**config.mk**
```make
export PLATFORM = sky130hd
export DESIGN_NAME = rob_commit_queue
export DESIGN_NICKNAME = d
export VERILOG_FILES = /design/src/rtl/cpu_pkg.sv /design/src/rtl/rob_ptr_ctrl.sv /design/src/rtl/rob_commit_queue.sv
export SDC_FILE = /design/constraint.sdc
export NUM_CORES = 1
export LEC_CHECK = 0
export CAP_MARGIN = 25
export CORE_MARGIN = 1.5
export CORE_UTILIZATION = 55
export CTS_BUF_LIST = sky130_fd_sc_hd__clkbuf_4 sky130_fd_sc_hd__clkbuf_8
export DETAILED_ROUTE_END_ITERATION = 16
export PLACE_DENSITY = 0.74
export SYNTH_ARGS = -nofsm -noshare
export SYNTH_HDL_FRONTEND = slang
export SYNTH_SLANG_ARGS = --single-unit
export TNS_END_PERCENT = 10
```
**constraint.sdc**
```tcl
create_clock -name clk -period 2.7 [get_ports clk]
set_input_delay 0.27 -clock clk [delete_from_list [all_inputs] [get_ports clk]]
set_output_delay 0.27 -clock clk [all_outputs]
set_load 0.02 [all_outputs]
```
**src/rtl/cpu_pkg.sv**
```systemverilog
// Shared definitions for the reorder buffer slice.
// Contents:
//   XLEN, REG_IDX_W   - datapath and architectural register index widths
//   ROB_DEPTH/IDX_W   - default reorder buffer geometry
//   commit_state_e    - commit sequencer states (IDLE / PULSE)
//   rob_entry_t       - one reorder buffer slot {busy, ready, rd, data}
package cpu_pkg;
  localparam int XLEN      = 32;
  localparam int REG_IDX_W = 5;
  localparam int ROB_DEPTH = 8;
  localparam int ROB_IDX_W = $clog2(ROB_DEPTH);

  typedef enum logic {
    COMMIT_IDLE  = 1'b0,
    COMMIT_PULSE = 1'b1
  } commit_state_e;

  typedef struct packed {
    logic                 busy;
    logic                 ready;
    logic [REG_IDX_W-1:0] rd;
    logic [XLEN-1:0]      data;
  } rob_entry_t;
endpackage

```
**src/rtl/rob_ptr_ctrl.sv**
```systemverilog
// Head/tail pointer pair for the reorder buffer. Each pointer carries an
// extra wrap bit so full and empty can be told apart when the indices match.
// Ports:
//   clk, rst_n   - clock, synchronous active-low reset
//   flush        - return both pointers to zero on the next edge
//   push / pop   - advance tail / head by one
//   head / tail  - pointers including wrap bit
//   full, empty  - occupancy flags, derived from the registered pointers
//   count        - tail - head, modular
module rob_ptr_ctrl #(
  parameter int IDX_W = 3
) (
  input  logic           clk,
  input  logic           rst_n,
  input  logic           flush,
  input  logic           push,
  input  logic           pop,
  output logic [IDX_W:0] head,
  output logic [IDX_W:0] tail,
  output logic           full,
  output logic           empty,
  output logic [IDX_W:0] count
);
  logic [IDX_W:0] head_reg;
  logic [IDX_W:0] tail_reg;

  always_ff @(posedge clk) begin
    if (!rst_n) begin
      head_reg <= '0;
      tail_reg <= '0;
    end else if (flush) begin
      head_reg <= '0;
      tail_reg <= '0;
    end else begin
      if (push) tail_reg <= tail_reg + 1'b1;
      if (pop)  head_reg <= head_reg + 1'b1;
    end
  end

  assign head  = head_reg;
  assign tail  = tail_reg;
  assign full  = (head_reg[IDX_W] != tail_reg[IDX_W]) &&
                 (head_reg[IDX_W-1:0] == tail_reg[IDX_W-1:0]);
  assign empty = (head_reg == tail_reg);
  assign count = tail_reg - head_reg;
endmodule

```
**src/rtl/rob_commit_queue.sv**
```systemverilog
// In-order reorder buffer feeding the register file write port.
// Entries are allocated at dispatch, filled from the common data bus and
// retired in program order, at most one every two cycles so that each
// register-file write is a clean single-cycle pulse.
// Ports:
//   clk, rst_n                      - clock, synchronous active-low reset
//   alloc_valid/alloc_rd            - dispatch request and destination reg
//   alloc_ready/alloc_tag           - slot available / tag granted (tail)
//   cdb_valid/cdb_tag/cdb_data      - result broadcast
//   flush                           - discard every in-flight entry
//   rob_write_enable/data/index     - register file commit interface
//   count, empty                    - occupancy
module rob_commit_queue
  import cpu_pkg::*;
#(
  parameter int DEPTH = ROB_DEPTH,
  parameter int IDX_W = ROB_IDX_W,
  parameter int XLEN  = cpu_pkg::XLEN
) (
  input  logic                 clk,
  input  logic                 rst_n,
  input  logic                 alloc_valid,
  input  logic [4:0]           alloc_rd,
  output logic                 alloc_ready,
  output logic [IDX_W-1:0]     alloc_tag,
  input  logic                 cdb_valid,
  input  logic [IDX_W-1:0]     cdb_tag,
  input  logic [XLEN-1:0]      cdb_data,
  input  logic                 flush,
  output logic                 rob_write_enable,
  output logic [XLEN-1:0]      rob_write_data,
  output logic [4:0]           rob_write_index,
  output logic [IDX_W:0]       count,
  output logic                 empty
);
  logic [IDX_W:0]   head_ptr;
  logic [IDX_W:0]   tail_ptr;
  logic             full;
  logic [IDX_W-1:0] head_idx;
  logic [IDX_W-1:0] tail_idx;
  logic             alloc_fire;
  logic             commit_fire;

  rob_entry_t entries [DEPTH];

  commit_state_e    state_reg, state_next;
  logic             we_reg, we_next;
  logic [XLEN-1:0]  wdata_reg, wdata_next;
  logic [4:0]       widx_reg, widx_next;

  assign head_idx    = head_ptr[IDX_W-1:0];
  assign tail_idx    = tail_ptr[IDX_W-1:0];
  assign alloc_ready = !full;
  assign alloc_tag   = tail_idx;
  // Full is taken from the registered pointers, so a slot freed by a commit
  // only becomes allocatable on the following cycle.
  assign alloc_fire  = alloc_valid && !full && !flush;

  rob_ptr_ctrl #(.IDX_W(IDX_W)) u_ptr (
    .clk   (clk),
    .rst_n (rst_n),
    .flush (flush),
    .push  (alloc_fire),
    .pop   (commit_fire),
    .head  (head_ptr),
    .tail  (tail_ptr),
    .full  (full),
    .empty (empty),
    .count (count)
  );

  // Per-entry state. Update order inside each slot gives allocation
  // precedence over a same-cycle broadcast, and commit clears last.
  for (genvar gi = 0; gi < DEPTH; gi++) begin : g_entry
    rob_entry_t entry_reg;

    always_ff @(posedge clk) begin
      if (!rst_n) begin
        entry_reg <= '0;
      end else if (flush) begin
        entry_reg.busy  <= 1'b0;
        entry_reg.ready <= 1'b0;
      end else begin
        if (cdb_valid && cdb_tag == IDX_W'(gi) && entry_reg.busy) begin
          entry_reg.data  <= cdb_data;
          entry_reg.ready <= 1'b1;
        end
        if (alloc_fire && tail_idx == IDX_W'(gi)) begin
          entry_reg.busy  <= 1'b1;
          entry_reg.ready <= 1'b0;
          entry_reg.rd    <= alloc_rd;
        end
        if (commit_fire && head_idx == IDX_W'(gi)) begin
          entry_reg.busy  <= 1'b0;
          entry_reg.ready <= 1'b0;
        end
      end
    end

    assign entries[gi] = entry_reg;
  end

  // Commit sequencer: IDLE retires the head when its result has landed,
  // PULSE is the mandatory low cycle after every retirement.
  always_comb begin
    state_next  = state_reg;
    commit_fire = 1'b0;
    we_next     = 1'b0;
    wdata_next  = wdata_reg;
    widx_next   = widx_reg;
    case (state_reg)
      COMMIT_IDLE: begin
        if (!flush && entries[head_idx].busy && entries[head_idx].ready) begin
          commit_fire = 1'b1;
          // x0 retires silently but still updates the data/index outputs.
          we_next     = (entries[head_idx].rd != 5'd0);
          wdata_next  = entries[head_idx].data;
          widx_next   = entries[head_idx].rd;
          state_next  = COMMIT_PULSE;
        end
      end
      COMMIT_PULSE: state_next = COMMIT_IDLE;
      default:      state_next = COMMIT_IDLE;
    endcase
  end

  always_ff @(posedge clk) begin
    if (!rst_n) begin
      state_reg <= COMMIT_IDLE;
      we_reg    <= 1'b0;
      wdata_reg <= '0;
      widx_reg  <= '0;
    end else begin
      state_reg <= state_next;
      we_reg    <= we_next;
      wdata_reg <= wdata_next;
      widx_reg  <= widx_next;
    end
  end

  assign rob_write_enable = we_reg;
  assign rob_write_data   = wdata_reg;
  assign rob_write_index  = widx_reg;
endmodule
```
==> After elaboration in Yosys (flattened, before gate mapping) <==
Cells that the tools add are included.
{ "op_classes": {"n_addsub": 3, "magnitude_cmp": 1, "n_eq_ne": 24, "n_mux": 6, "bitwise": 5, "reduce_logical": 78} }
{ "ops": {"columns": ["op", "n"], "rows": [
  ["39-bit binary-select mux with 3-bit select", 1],
  ["39-bit two-way mux", 2],
  ["1-bit logical AND", 37],
  ["3-bit equality test (second input constant)", 12],
  ["2-bit AND reduction", 17],
  ["4-bit OR reduction", 8],
  ["3-bit OR reduction", 9],
  ["3-bit by 2-bit equality test with 1-bit output (second input constant)", 6],
  ["3-bit by 1-bit equality test with 1-bit output (second input constant)", 3],
  ["3-bit zero test", 3],
  ["4-bit by 1-bit adder with 4-bit output (second input constant)", 2],
  ["5-bit nonzero test", 1],
  ["4-bit equality test", 1],
  ["4-bit >= comparator (second input constant)", 1],
  ["1-bit inverter", 4],
  ["3-bit inverter with 4-bit output", 1],
  ["4-bit subtractor", 1],
  ["3-bit equality test", 1],
  ["1-bit zero test", 2],
  ["1-bit two-way mux", 2],
  ["1-bit case mux with 2 select lines", 1],
  ["2-bit OR reduction", 1],
  ["1-bit inequality test", 1]
]} }
{ "totals": {"ff_bits": 359, "inputBits": 45} }

==> Longest topological paths before layout <==
{ "logic_depth": {"word_depth": 10, "depth_mapped": 9, "mapped_depth_nobuf": 6} }

==> Hierarchy <==
Synthesis repeated with hierarchy kept, for this count alone.
{ "hier_totals": {"hier_cells": 1736, "area_unflattened_um2": 16046.6} }
{ "modules_own_cells": {"columns": ["mod", "n_inst", "cells_per_inst", "area_each_um2", "seq_area_each_um2"], "rows": [
  ["rob_commit_queue", 1, 1685, 15583.7, 7026.7],
  ["rob_ptr_ctrl", 1, 51, 462.9, 160.2]
]} }

==> Worst setup path before layout <==
Ideal clock, no wire load.
{ "synth_path": {"kind": "register -> register", "from": "register u_ptr.head_reg[1], in the netlist u_ptr.head[1]", "to": "register g_entry[6].entry_reg, in the netlist entries[72]", "setup_ns": 0.070, "arrival_time_ns": 2.311, "required_time_ns": 2.630, "path_slack_ns": 0.319, "stages_incl_launch_ff": 10, "n_path_buf": 3, "period_less_slack_ns": 2.381, "path_cell_list": "dfxtp_1 inv_2 buf_2 clkbuf_1 ha_1 nand3_1 o2111ai_1 clkbuf_1 nand3_1 o21ai_1"} }
{ "synth_between": {"elab_chain_len": 7} }
{ "synth_rtl": {"columns": ["item", "line_no", "rtl"], "rows": [
  ["from (decl)", "rob_ptr_ctrl.sv:24", "logic [IDX_W:0] head_reg;"],
  ["from (signal assigned)", "rob_ptr_ctrl.sv:36", "if (pop) head_reg <= head_reg + 1'b1;"],
  ["3-bit equality test", "rob_ptr_ctrl.sv:43", "(head_reg[IDX_W-1:0] == tail_reg[IDX_W-1:0]);"],
  ["1-bit logical AND", "rob_ptr_ctrl.sv:42", "assign full = (head_reg[IDX_W] != tail_reg[IDX_W]) &&"],
  ["1-bit zero test", "rob_commit_queue.sv:57", "assign alloc_fire = alloc_valid && !full && !flush;"],
  ["1-bit logical AND (2 in series)", "rob_commit_queue.sv:57", null],
  ["1-bit logical AND", "rob_commit_queue.sv:88", "if (alloc_fire && tail_idx == IDX_W'(gi)) begin"],
  ["2-bit AND reduction (no line)", null, null],
  ["to (decl)", "rob_commit_queue.sv:75", "rob_entry_t entry_reg;"]
]} }
No other way between the ends.
A chain may end at the register's enable or synchronous reset.

==> Final worst setup path <==
{ "layout_path": {"from": "register u_ptr.tail_reg[0], in the netlist u_ptr.tail[0]", "to": "output port alloc_ready"} }
{ "layout_between": {"elab_chain_len": 3} }
{ "layout_rtl": {"columns": ["item", "line_no", "rtl"], "rows": [
  ["from (decl)", "rob_ptr_ctrl.sv:25", "logic [IDX_W:0] tail_reg;"],
  ["from (signal assigned)", "rob_ptr_ctrl.sv:35", "if (push) tail_reg <= tail_reg + 1'b1;"],
  ["3-bit equality test", "rob_ptr_ctrl.sv:43", null],
  ["1-bit logical AND", "rob_ptr_ctrl.sv:42", null],
  ["1-bit zero test", "rob_commit_queue.sv:53", "assign alloc_ready = !full;"],
  ["to (decl)", "rob_commit_queue.sv:24", "output logic alloc_ready,"]
]} }
No other way between the ends.

==> results_dict.tcl <==
set metrics [dict create \
    status "completed" \
    fin_crit_sh_pct 96.2 \
    ys.flop_type "dfxtp_1" \
    p_switching_mw 2.38 \
    place_ws_ns 0.405 \
    cp-end-kind "output pin" \
    cts_buffers 57 \
    area_growth_syn_to_layout_pct 15.2 \
    cts_htree_levels 2 \
    critical_path_class "reg2out" \
    clkSlewWorstSetupHoldPaths_ns 0.07 \
    synthCells 1786 \
    p_int_mw 8.14 \
    ios 92 \
    nets 1872 \
    power_frac_clock_pct 45.9 \
    grt_overflow_total 0 \
    die_w_um 172 \
    synth_area_per_cell_um2 8.80 \
    vias 13400 \
    clock-sinks 359 \
    rows 61 \
    cts_tree "built" \
    drtIter0Drc 1162 \
    power.share.sequential_pct 50.5 \
    final.setup.tns_ns 0 \
    critPathMaxFanout 6 \
    cts_buffer_depth 3 \
    core_area_um2 27900 \
    pwr-share-comb_pct 3.6 \
    cts_hold_buf 0 \
    r2r_setup_slack_ns 0.38 \
    power.leakage_nw 5.96 \
    swShare_pct 22.6 \
    gp_congestion 0.809 \
    finalHoldViolCount 0 \
    avgViaCountPerCell 5.98 \
    synth_edf_count 0 \
    track_usage_pct 29.8 \
    grt_max_degree 94 \
    cp-start-kind "flip-flop" \
    min_path_type "in2reg" \
    skew_ns 0.0164 \
    routed_wirelength_mm 43.8 \
    drt_pass1_iterations 5 \
    maxCapViolations 0 \
    synth_area_um2 15700 \
    slew_headroom_pct 55.0 \
    yosysSeqAreaShare_pct 45.7 \
    cp_data_arrival_time_ns 2.33 \
    hpwl_mm 25.3 \
    synth_cell_types 45 \
    synth_nets 1847 \
    io_buffer_count 91 \
    timing.fmax_mhz 385 \
    grt_pass1_wl_mm 68.6 \
    drc_errors 0 \
    cts_setup_buffers 0 \
    first_global_vias 12900 \
    layout_setup_ws_ns 0.103 \
    setup_violations 0 \
    drive_gt1_share_pct 15.3 \
    cellPowerDensity_nw_per_um2 581 \
    worst_pin_slew_ns 0.675 \
    largest_register_ffs 312 \
    min_period_ns 2.60 \
    clkLatencyLatePin_ns 0.60 \
    cts_resized 6 \
    rr_worst_depth 6 \
    min_path_cells 3 \
    dieArea_um2 29600 \
    initial_core_util_pct 56.3 \
    crit_required_ns 2.43 \
    irDropWorstVdd_mv 0.426 \
    finalMaxSlewViolations 0 \
    wire_per_inst_um 19.6 \
    antenna_found_initial 1 \
    postRouteAntennaNets 0 \
    clockRootBuffer "clkbuf_8" \
    async_flop_share_pct 0 \
    yosysWarnings 0 \
    die_y_um 172 \
    rsz0062_at_grt "no" \
    ys_seq_elements 359 \
]
power by group through the flow:
stage               logic, mW  registers [mW]  clock network [mW]
detailed placement      0.369            5.43                   0
CTS                     0.368            5.31                4.88
global placement        0.365            5.43                   0
floorplan               0.233            5.43                   0
finish                  0.375            5.31                4.83
global route            0.398            5.31                5.13
worst max-delay path, cell delays in order (launching register included):
cell and delay [ns]:
dfxtp_1 0.45, inv_1 0.12, ha_1 0.34, and3_1 0.17, nand2_1 0.06, clkdlybuf4s50_1 0.59
cells in the mapped netlist, types with 2 or more instances:
library cell / n / area share [%]
nand2_1: 604 / 14
dfxtp_1: 359 / 46
a21oi_1: 260 / 8.3
clkbuf_1: 123 / 2.9
mux4_2: 77 / 11
a221oi_1: 40 / 2.2
nor2_1: 39 / 0.93
mux2i_1: 33 / 2.1
buf_4: 32 / 1.5
buf_2: 24 / 0.76
o21ai_1: 21 / 0.67
a311oi_2: 20 / 1.9
nand3_1: 19 / 0.61
ha_1: 15 / 1.2
a311oi_1: 13 / 0.72
inv_1: 13 / 0.31
and2_1: 10 / 0.40
a211oi_1: 8 / 0.38
and3_1: 7 / 0.28
and4_1: 6 / 0.33
nand4_1: 6 / 0.24
nor2b_1: 6 / 0.24
inv_2: 5 / 0.12
nor3_1: 5 / 0.16
o2111ai_2: 5 / 0.48
o2111ai_1: 4 / 0.22
and2_0: 3 / 0.12
buf_1: 3 / 0.072
mux2_2: 3 / 0.21
xnor2_1: 3 / 0.17
xor2_1: 3 / 0.17
buf_6: 2 / 0.14
mux2_1: 2 / 0.14
or3_1: 2 / 0.080
area by class of cell:
| type | count | area [um^2] |
|---|---|---|
| antenna | 2 | 5.00 |
| clock buffer | 85 | 1060 |
| clock inverter | 16 | 135 |
| fill | 2326 | 9830 |
| inverter | 18 | 75.1 |
| multi-input combinational | 1225 | 7630 |
| sequential | 359 | 7200 |
| tap | 378 | 473 |
| timing repair buffer | 150 | 1520 |
cell families after synthesis:
family,after synthesis,share of synthesized area [%]
and+or+nand+nor,709,17.9
muxes,115,13.5
AOI/OAI and AO/OA,379,15.3
buffers and inverters,202,5.88
xor gates and xnor gates,6,0.334
DFF,359,45.7
adders and majority gates,16,1.32
final timing paths:
kind                                   start                         to
setup reg to reg  u_ptr.head[1]$_SDFFE_PP0P_  entries[194]$_SDFFE_PP0P_
hold / removal                   cdb_data[0]  entries[195]$_SDFFE_PN0P_
hold reg to reg    entries[130]$_SDFFE_PN0P_  entries[130]$_SDFFE_PN0P_
setup / recovery  u_ptr.tail[0]$_SDFFE_PP0N_                alloc_ready
layout by cell type (no fill, tap or decap), types with 6 or more instances in the layout:
cell type / n
a221oi_1: 40
nor2_1: 39
clkbuf_8: 68
inv_1: 13
and3_1: 7
a211oi_1: 8
clkbuf_4: 17
and2_1: 10
o21ai_1: 21
mux4_2: 77
dfxtp_1: 354
nand2_1: 604
clkinv_2: 12
clkdlybuf4s50_1: 87
buf_12: 14
a311oi_1: 13
and4_1: 6
buf_4: 45
nand4_1: 6
mux2i_1: 33
a21oi_1: 260
nor2b_1: 6
nand3_1: 19
a311oi_2: 20
ha_1: 15
per-layer routing:
| layer | vias up | global-route usage [%] | part of all wire [%] |
|---|---|---|---|
| met4 | 0 | 11.5 | 3.0 |
| li1 | 6184 | - | - |
| met3 | 121 | 4.44 | 8.4 |
| met1 | 6437 | 40.4 | 42 |
| met5 | - | 0 | 0 |
| met2 | 620 | 48.0 | 46 |
through the flow:
step                hold slack [ns]  utilization (%)  area [um^2]  instances  power (mW)
global route                  0.424             64.8        18100       2231        10.8
floorplan                     0.414                -        15700       1786        5.66
global placement              0.437             60.5        16900       2130        5.79
CTS                           0.392             64.8        18100       2231        10.6
detailed placement            0.443             60.5        16900       2130        5.80
finish                        0.422             64.8        18100       2233        10.5
(Power assumes the default switching activity.)
